[src/rtl/piso_arbiter_ctrl.sv]
// Round-robin scheduler that feeds one of two requesters' words into the shared
// PISO serialiser, tracks completion and flags a PISO that never reports done.
module piso_arbiter_ctrl #(
    parameter int SIZE_DATA_IN   = 16,
    parameter int SIZE_DATA_OUT  = 2,
    parameter int TIMEOUT_MARGIN = 4
) (
    input  logic                    i_clk,
    input  logic                    i_rst_n,
    input  logic                    i_en,
    input  logic [1:0]              i_req,
    input  logic [SIZE_DATA_IN-1:0] i_data0,
    input  logic [SIZE_DATA_IN-1:0] i_data1,
    output logic [1:0]              o_gnt,
    output logic                    o_piso_start,
    output logic [SIZE_DATA_IN-1:0] o_piso_data,
    input  logic                    i_piso_done,
    output logic                    o_word_done,
    output logic                    o_word_src,
    output logic                    o_busy,
    output logic                    o_err
);

    localparam int SYMS     = SIZE_DATA_IN / SIZE_DATA_OUT;
    localparam int WD_LIMIT = SYMS + 1 + TIMEOUT_MARGIN;
    localparam int WD_W     = $clog2(SYMS + 2 + TIMEOUT_MARGIN);

    localparam logic [1:0] ST_IDLE  = 2'd0;
    localparam logic [1:0] ST_LOAD  = 2'd1;
    localparam logic [1:0] ST_SHIFT = 2'd2;

    generate
        if ((SIZE_DATA_IN % SIZE_DATA_OUT) != 0) begin : g_bad_width
            $error("SIZE_DATA_IN must be a multiple of SIZE_DATA_OUT");
        end
    endgenerate

    logic [1:0]              state_q, state_d;
    logic [1:0]              gnt_q, gnt_d;
    logic                    start_q, start_d;
    logic [SIZE_DATA_IN-1:0] data_q, data_d;
    logic                    done_q, done_d;
    logic                    src_q, src_d;
    logic                    err_q, err_d;
    logic                    prio_q, prio_d;
    logic [WD_W-1:0]         wd_q, wd_d;
    logic [WD_W-1:0]         wd_inc;
    logic                    win;

    assign wd_inc = wd_q + 1'b1;

    always_comb begin
        state_d = state_q;
        gnt_d   = 2'b00;
        start_d = start_q;
        data_d  = data_q;
        done_d  = 1'b0;
        src_d   = src_q;
        err_d   = err_q;
        prio_d  = prio_q;
        wd_d    = wd_q;
        win     = 1'b0;
        case (state_q)
            ST_IDLE: begin
                start_d = 1'b0;
                if (i_en && (i_req != 2'b00)) begin
                    // Pointer holder wins a tie; otherwise whoever is asking.
                    win     = i_req[prio_q] ? prio_q : ~prio_q;
                    gnt_d   = win ? 2'b10 : 2'b01;
                    data_d  = win ? i_data1 : i_data0;
                    src_d   = win;
                    state_d = ST_LOAD;
                end
            end
            ST_LOAD: begin
                start_d = 1'b1;
                wd_d    = '0;
                state_d = ST_SHIFT;
            end
            ST_SHIFT: begin
                start_d = 1'b1;
                wd_d    = wd_inc;
                // Done wins over a watchdog expiry landing on the same cycle.
                if (i_piso_done) begin
                    done_d  = 1'b1;
                    prio_d  = ~src_q;
                    start_d = 1'b0;
                    state_d = ST_IDLE;
                end else if (wd_inc == WD_W'(WD_LIMIT)) begin
                    err_d   = 1'b1;
                    prio_d  = ~src_q;
                    start_d = 1'b0;
                    state_d = ST_IDLE;
                end
            end
            default: begin
                start_d = 1'b0;
                state_d = ST_IDLE;
            end
        endcase
    end

    always_ff @(posedge i_clk or negedge i_rst_n) begin
        if (!i_rst_n) begin
            state_q <= ST_IDLE;
            gnt_q   <= 2'b00;
            start_q <= 1'b0;
            data_q  <= '0;
            done_q  <= 1'b0;
            src_q   <= 1'b0;
            err_q   <= 1'b0;
            prio_q  <= 1'b0;
            wd_q    <= '0;
        end else begin
            state_q <= state_d;
            gnt_q   <= gnt_d;
            start_q <= start_d;
            data_q  <= data_d;
            done_q  <= done_d;
            src_q   <= src_d;
            err_q   <= err_d;
            prio_q  <= prio_d;
            wd_q    <= wd_d;
        end
    end

    assign o_gnt        = gnt_q;
    assign o_piso_start = start_q;
    assign o_piso_data  = data_q;
    assign o_word_done  = done_q;
    assign o_word_src   = src_q;
    assign o_busy       = (state_q != ST_IDLE);
    assign o_err        = err_q;

endmodule

[config.mk]
export PLATFORM = sky130hd
export DESIGN_NAME = piso_arbiter_ctrl
export DESIGN_NICKNAME = d
export VERILOG_FILES = /design/src/rtl/piso_arbiter_ctrl.sv
export SDC_FILE = /design/constraint.sdc
export NUM_CORES = 1
export LEC_CHECK = 0
export CAP_MARGIN = 20
export CORE_MARGIN = 8
export CORE_UTILIZATION = 52
export DETAILED_ROUTE_END_ITERATION = 10
export DONT_BUFFER_PORTS = 1
export PLACE_DENSITY = 0.76
export SYNTH_ARGS = -nofsm -noshare
export SYNTH_HDL_FRONTEND = slang
export SYNTH_SLANG_ARGS = --single-unit
[constraint.sdc]
create_clock -name i_clk -period 2.77 [get_ports i_clk]
set_input_delay 0.554 -clock i_clk [delete_from_list [all_inputs] [get_ports i_clk]]
set_output_delay 0.554 -clock i_clk [all_outputs]
set_load 0.01 [all_outputs]
# Yosys cells after proc, flatten, opt, wreduce, memory -nomap -nowiden

Index checks and enable logic that the tools add are counted.

Add/sub/neg operators: 1
$lt $le $gt $ge: 1
Eq/ne operators: 5
Mux-type cells: 19
Bitwise logic cells: 3
Reduce and logical (&&, ||, !) cells: 10

Operator list:

| operator              | number |
|---|---|
| $mux W16              | 1 |
| $mux W2               | 6 |
| $mux W1               | 9 |
| $pmux W4 S2           | 1 |
| $reduce_bool A2 Y1    | 4 |
| $pmux W2 S3           | 1 |
| $reduce_and A2 Y1     | 3 |
| $add A4 B1 Y4 const B | 1 |
| $eq A4 B4 Y1 const B  | 1 |
| $ne A3 B3 Y1 const B  | 1 |
| $not A1 Y1            | 3 |
| $reduce_and A3 Y1     | 1 |
| $eq A2 B1 Y1 const B  | 1 |
| $eq A2 B2 Y1 const B  | 1 |
| $logic_not A2 Y1      | 1 |
| $lt A1 B2 Y1 const B  | 1 |
| $ne A2 B2 Y1 const B  | 1 |
| $pmux W1 S2           | 1 |
| $logic_and A1 B1 Y1   | 1 |

Flip-flop bits (word level): 29
Input port bits: 38

# Logic depth before layout (Yosys ltp)

Gate-level depths: netlist (run 1).

Depth in word-level cells: 6
Depth in mapped cells: 7
Depth with buffers taken out: 6

# Least setup slack after synthesis (run 1)

Ideal clock, no wire load.

Path kind: register -> register
From: reg wd_q[0]
To: reg state_q[1]
Arrival: 1.486 ns
Data required time: 2.645 ns
Path slack: 1.159 ns
Cell stages (with the launch flop): 6
Path buffers: 0
Period minus slack after synthesis: 1.611 ns
Path through: dfrtp_1 -> ha_1 -> and3b_2 -> a21o_1 -> o21ai_2 -> mux2_4

Cells in the longest elaborated chain, start to end: 4

RTL lines:

| what                               | line | RTL |
|---|---|---|
| start: declaration                 | 46   | `logic [WD_W-1:0] wd_q, wd_d;` |
| start signal: assignment           | 123  | `wd_q <= wd_d;` |
| $add A4 B1 Y4                      | 50   | `assign wd_inc = wd_q + 1'b1;` |
| $eq A4 B4 Y1                       | 89   | `end else if (wd_inc == WD_W'(WD_LIMIT)) begin` |
| $ne A3 B3 Y1 (no source line)      | -    |  |
| $reduce_and A2 Y1 (no source line) | -    |  |
| end signal: assignment             | 115  | `state_q <= state_d;` |
| end: declaration                   | 38   | `logic [1:0] state_q, state_d;` |

No other way between the ends.
A chain may end at the register's enable or synchronous reset.

# Final worst setup path (run 1)

From: reg state_q[0]
To: reg data_q[7], in the netlist o_piso_data[7]

Cells in the longest elaborated chain, start to end: 2

RTL lines:

| what                               | line | RTL |
|---|---|---|
| $logic_not A2 Y1                   | 63   | `case (state_q)` |
| $reduce_and A2 Y1 (no source line) | -    |  |
| end signal: assignment             | 118  | `data_q <= data_d;` |
| end: declaration                   | 41   | `logic [SIZE_DATA_IN-1:0] data_q, data_d;` |

No other way between the ends.

==> results of run 1 <==
## routing by layer
layer / track usage (%) / part of all wire, % / up-vias
li1: - / - / 441
met1: 13.65 / 37 / 470
met2: 23.54 / 50 / 52
met3: 8.725 / 12 / 2
met4: 6.266 / 0.56 / 0
met5: 0 / 0 / -
## cells by family (layout without fill, tap and decap cells)
logic type | Yosys count | in the layout | share of synthesized area (%)
buf+inv | 27 | 33 | 7.899
compound gates | 36 | 36 | 23.33
mux | 3 | 3 | 2.602
fa+ha+maj | 6 | 6 | 5.576
flops | 29 | 29 | 53.90
simple gates | 17 | 17 | 6.692
## area by class of cell
cell class	instances	area (µm²)
multi-input combinational	62	514.2
clock buffer	5	37.54
fill	214	1035
sequential	29	725.7
inverter	24	90.09
tap	30	37.54
timing repair buffer	1	20.02
clock inverter	3	17.52
## worst register-to-register path, stage by stage, from the launching register on
cell and delay (ns):
dfrtp_1 0.44, inv_1 0.10, ha_1 0.25, nand3_1 0.12, a21oi_2 0.57, a222oi_1 0.24
inv_1 0.11
## what timing repair did
item	4_1_cts	5_1_grt
endpoints found under the hold margin	29	0
endpoints found under the setup margin	0	0
hold buffers	1	0
setup buffers	0	0
resized for setup	0	0
## sequential cells by signal (all words and copies together), names as in the netlist
signal,flops
o_err,1
o_gnt,2
o_piso_data,16
o_piso_start,1
o_word_done,1
o_word_src,1
prio_q,1
state_q,2
wd_q,4
## cells in the final DEF (no fill, tap or decap), types with 2 or more instances in the layout
cell type	netlist	routed
dfrtp_1	29	29
inv_1	24	24
a222oi_1	16	16
ha_1	6	6
nand2_1	5	5
o21ai_0	5	5
clkbuf_4	0	5
nand3_1	4	4
a21oi_2	2	2
o21a_1	2	2
mux2i_1	2	2
clkinv_2	0	2
## power breakdown
group          internal (µW)  switching [µW]
registers                581             189
clock network           95.5             144
logic                    194             245
total                    871             578
## metrics by stage
stage / worst slack, ns / hold WS, ns / area [µm²]
after floorplan: 1.159 / 0.2584 / 1346
after global placement: 1.009 / 0.2596 / 1368
after detailed placement: 0.8685 / 0.2592 / 1368
after CTS: 0.8517 / 0.03283 / 1443
after global routing: 0.6688 / 0.01842 / 1443
final: 0.8864 / 0.04774 / 1443
## worst max path at each step
stage / start / depth (start not counted) / endpoint
2_1_floorplan: wd_q[0] / 5 / state_q[1]
3_3_place_gp: state_q[0] / 6 / o_piso_data[3]
3_5_place_dp: state_q[1] / 6 / o_piso_data[7]
4_1_cts: state_q[1] / 6 / o_piso_data[7]
5_1_grt: state_q[1] / 6 / o_piso_data[7]
6_report: state_q[0] / 6 / o_piso_data[7]
==> impl_results.md, run 1 <==
* Asr flop ratio synth at 100.0%
* Family with the most delay on the worst path: compound AO/OA/AOI/OAI gates
* FF-to-FF setup slack at a little under 0.9 ns
* CTS Root Buffer Type: clkbuf_4
* Final Slew Violations at 0
* Number of routed nets with antenna violations at 0
* Leak pwr at 0.0007315 µW
* Max-slew headroom at 49.67%
* Fin Clk Skew at 0.007904 ns
* PD cells at roughly 1000 nW/µm²
* Cts bufs inserted at 5
* Fin Setup TNS at 0 ns
* Die footprint at 4473 µm²
* Post-synth top cells: dfrtp_1, inv_1, a222oi_1
* RR Endpoint: o_piso_data[7]
* Worst-margin pin slew at 0.7527 ns
* Die W at 66.88 µm
* Vias in the first global route at 1038
* RSZ-0062 raised after global routing: no
* R2r startpoint: state_q[0]
* CP Launch Type: flop
* Hold Path Class: in2async
* CP max FO at 18
* Core Util, Final at roughly three fifths
* Reg2Reg Depth at 6
* GR Overflow Total at 0
* Max Cap Viol at 0
* EDFF count, synth at 0
* Post-synthesis cell count at 118
* VDD IR-drop max at ~0.68 mV
* Standard-cell rows at 18
* Crit-path slowest cell: a21oi_2
* Sequential element share of the synthesized area at 53.90%
* DR pass1 iterations at 8
* First-pass GRT wire length at 4.871 mm
* Final hold vios at 0
* DRC viols at 0
* IO Port Bufs at 0
* Initial antenna violation count at 0
* Crit path kind: reg2reg
* Fin crit period at between 1.5 and 2 ns
* Synth top area share at a little over half
* Buf/Inv on CP at 2
* Vias per Instance at 6.266
* CP required at 3.02 ns
* YS warnings at 0
* Via count at roughly 970
* Most common cell in the netlist: dfrtp_1
* CP arrival at 2.13 ns
* Initial core utilization at 54.34%
* Worst skew pair latency at 0.31 ns
* DP HPWL at 2.305 mm
* Syn Nets at between 150 and 200
* Fmax at ~530 MHz
* Sink Count at 29
* Top cell type by total area after synthesis: dfrtp_1
* CTS tree: yes
* Netlist Area Pre-Place at 1346 µm²
* Nets@finish at 167
* CTS HTree Levels at 2
* Wirelength per Cell at about 20 µm
* Gr usage total at 14.14%
* Slowest stage delay, CP at 0.57 ns
* Average size of a mapped cell at 11.41 µm²
* Clock Tree Buf Depth at 2
* Clock Pin Slew Worst Setup and Hold Paths at 0.10 ns
* Synth top area cells: dfrtp_1, a222oi_1, inv_1
* Area grow syn2layout at 7.156%
* Initial DRC count at between 100 and 150
* Height of the die at 66.88 µm
* Top_reg_cell synth: dfrtp_1
* Number of inserted diodes at 0
* Power Total at roughly 1400 µW
* Endpoints failing setup at 0
* Yosys reg bits at 29
* Crit. End Element: flop
* RD Place Congestion at 0.6916
* Non-Filler Instances at around 150
* Final Cycle Share at roughly two thirds
* Critical Path Most Common Cell: inv_1
* Status: complete, no violations
* Cell variety after synth at 33
* Drt total wl at about 3.0 mm
* Share of layout cells above drive strength 1 at 13.71%
* Largest net degree at the start of global routing at 30
* Crit-path cells: inv_1 -> ha_1 -> nand3_1 -> a21oi_2 -> a222oi_1 -> inv_1
* IO Pins at 61
* Placed cells at 145
* Core Box Area at about 2500 µm²
No activity file was read; power rests on OpenSTA's default activity.
==> run 2: changes to the inputs <==
- clock period: 2.77 -> 2 ns (I/O delays scaled with it)
==> run 2 against run 1 <==
- fmax increased by 6.4%
- non-clock buffer count up 3
- setup slack lost 0.66 ns
- core utilization up 1.6 points
- clock power rose by 66%
- via count unchanged
- clock skew hardly changed
- critical path depth down 1
- first-iteration DRC count is 27% higher
- die area did not move
- largest cell class unchanged
- wire length rose by 1.7%
- register-to-register slack lost 0.66 ns
==> impl_results.md, run 2 (same netlist as run 1, synthesis figures left out) <==
* Status: complete, no violations
* Max Cap Viol at 0
* Most frequent cells in the layout: dfrtp_1, inv_1, a222oi_1
* Initial core utilization at 54.34%
* CP Launch Type: flop
* Post-CTS Setup Bufs at 0
* Max-slew headroom at 48.02%
* Crit path kind: reg2reg
* Final Cycle Share at 88.48%
* Reg2Reg Depth at 5
* Largest net degree at the start of global routing at 30
* Vias per Instance at 6.146
* Worst skew pair latency at 0.32 ns
* CTS HTree Levels at 2
* Fin Setup TNS at 0 ns
* Placed cells at 147
* Final Slew Violations at 0
* Clock Pin Slew Worst Setup and Hold Paths at roughly 0.090 ns
* Fmax at around 570 MHz
* Sink Count at 29
* Core Box Area at 2477 µm²
* Endpoints failing setup at 0
* Die footprint at 4473 µm²
* First-pass GRT wire length at 4.802 mm
* CP max FO at 18
* Most common cell after layout, fill and taps aside: dfrtp_1
* Leak pwr at 0.0007566 µW
* PD cells at between 1000 and 1500 nW/µm²
* Crit. End Element: flop
* GR Overflow Total at 0
* RD Place Congestion at between 0.7 and 0.8
* DR pass1 iterations at 6
* Number of cells on the worst hold path at 2
* Hold Path Class: in2reg
* IO Port Bufs at 0
* Number of inserted diodes at 0
* Nets@finish at 170
* VDD IR-drop max at 0.8610 mV
* Drt total wl at 3.094 mm
* Area grow syn2layout at 10.13%
* Clock Tree Buf Depth at 2
* Core Util, Final at 59.85%
* Share of layout cells above drive strength 1 at 14.96%
* CTS tree: yes
* Standard-cell rows at 18
* Number of routed nets with antenna violations at 0
* RSZ-0062 raised after global routing: no
* Die W at 66.88 µm
* CP arrival at around 2.0 ns
* Gr usage total at roughly 14%
* DP HPWL at about 2.4 mm
* Met2 Wirelength at ~1.5 mm
* Initial DRC count at 130
* Vias in the first global route at around 1100
* Final hold vios at 0
* Non-Filler Instances at 157
* CP required at 2.19 ns
* FF-to-FF setup slack at roughly 0.23 ns
* Uppermost layer routed: met4
* Worst-margin pin slew at 0.7774 ns
* Via count at 965
* Number of flip-flops in the largest register at 16
* M1 wire length at 1.177 mm
* Wirelength per Cell at between 15 and 20 µm
* Cts bufs inserted at 5
* Fin Clk Skew at about 0.0080 ns
* Wire length on met3 at 363 µm
* IO Pins at 61
* Fin crit period at 1.770 ns
* CTS Root Buffer Type: clkbuf_4
* DRC viols at 0
* Height of the die at roughly 67 µm
* Fillers at a little under 200
* Initial antenna violation count at 0
run 2: cell types whose count changed in the layout (fill, tap and decap cells not counted):
cell,previous run,this run
buf_4,0,2
clkbuf_8,0,2
clkinv_2,2,1
clkinvlp_4,1,0
dlygate4sd3_1,0,1
run 2: power by group:
part,switching [µW],internal [µW]
clock network,194,204
registers,260,805
logic,349,279
run 2: area by class of cell:
cell class / count / area [µm²] / share of cell area (%)
sequential: 29 / 725.7 / 48.95
multi-input combinational: 62 / 514.2 / 34.68
inverter: 24 / 90.09 / 6.076
clock buffer: 7 / 65.06 / 4.388
timing repair buffer: 4 / 45.04 / 3.038
tap: 30 / 37.54 / 2.532
clock inverter: 1 / 5.005 / 0.3376
run 2: repair_timing:
action	CTS	global route
hold endpoints to repair	29	0
endpoints found under the setup margin	0	0
hold buffers	2	0
resized for setup	0	0
run 2: final timing paths:
kind / end / from
setup reg to reg: o_piso_data[6] / state_q[0]
min in group asynchronous: wd_q[2] / i_rst_n
hold reg to reg: prio_q / o_word_src
hold / removal: o_piso_data[12] / i_data1[12]
setup / recovery: o_piso_data[6] / state_q[0]
max in group asynchronous: o_piso_data[6] / i_rst_n
run 2: through the flow:
stage / cell area [µm²] / power, µW / setup WS (ns) / hold slack (ns)
after floorplan: 1346 / 1521 / 0.3892 / 0.1044
after global placement: 1383 / 1640 / 0.3650 / 0.1055
after detailed placement: 1383 / 1702 / 0.2516 / 0.1054
after CTS: 1483 / 2121 / 0.2514 / 0.1876
after global routing: 1483 / 2240 / 0.06747 / 0.1792
final: 1483 / 2090 / 0.2304 / 0.2012
run 2: routing by layer:
| metal | vias to the layer above | global-route usage, % |
|---|---|---|
| met5 | - | 0 |
| met3 | 5 | 6.711 |
| met2 | 51 | 22.34 |
| met4 | 0 | 7.050 |
| li1 | 452 | - |
| met1 | 457 | 15.16 |
run 2: critical path: stages, from the launching register on:
cell and delay (ns):
dfrtp_1 0.42, inv_1 0.11, ha_1 0.25, o211ai_2 0.36, a222oi_1 0.43, inv_1 0.08
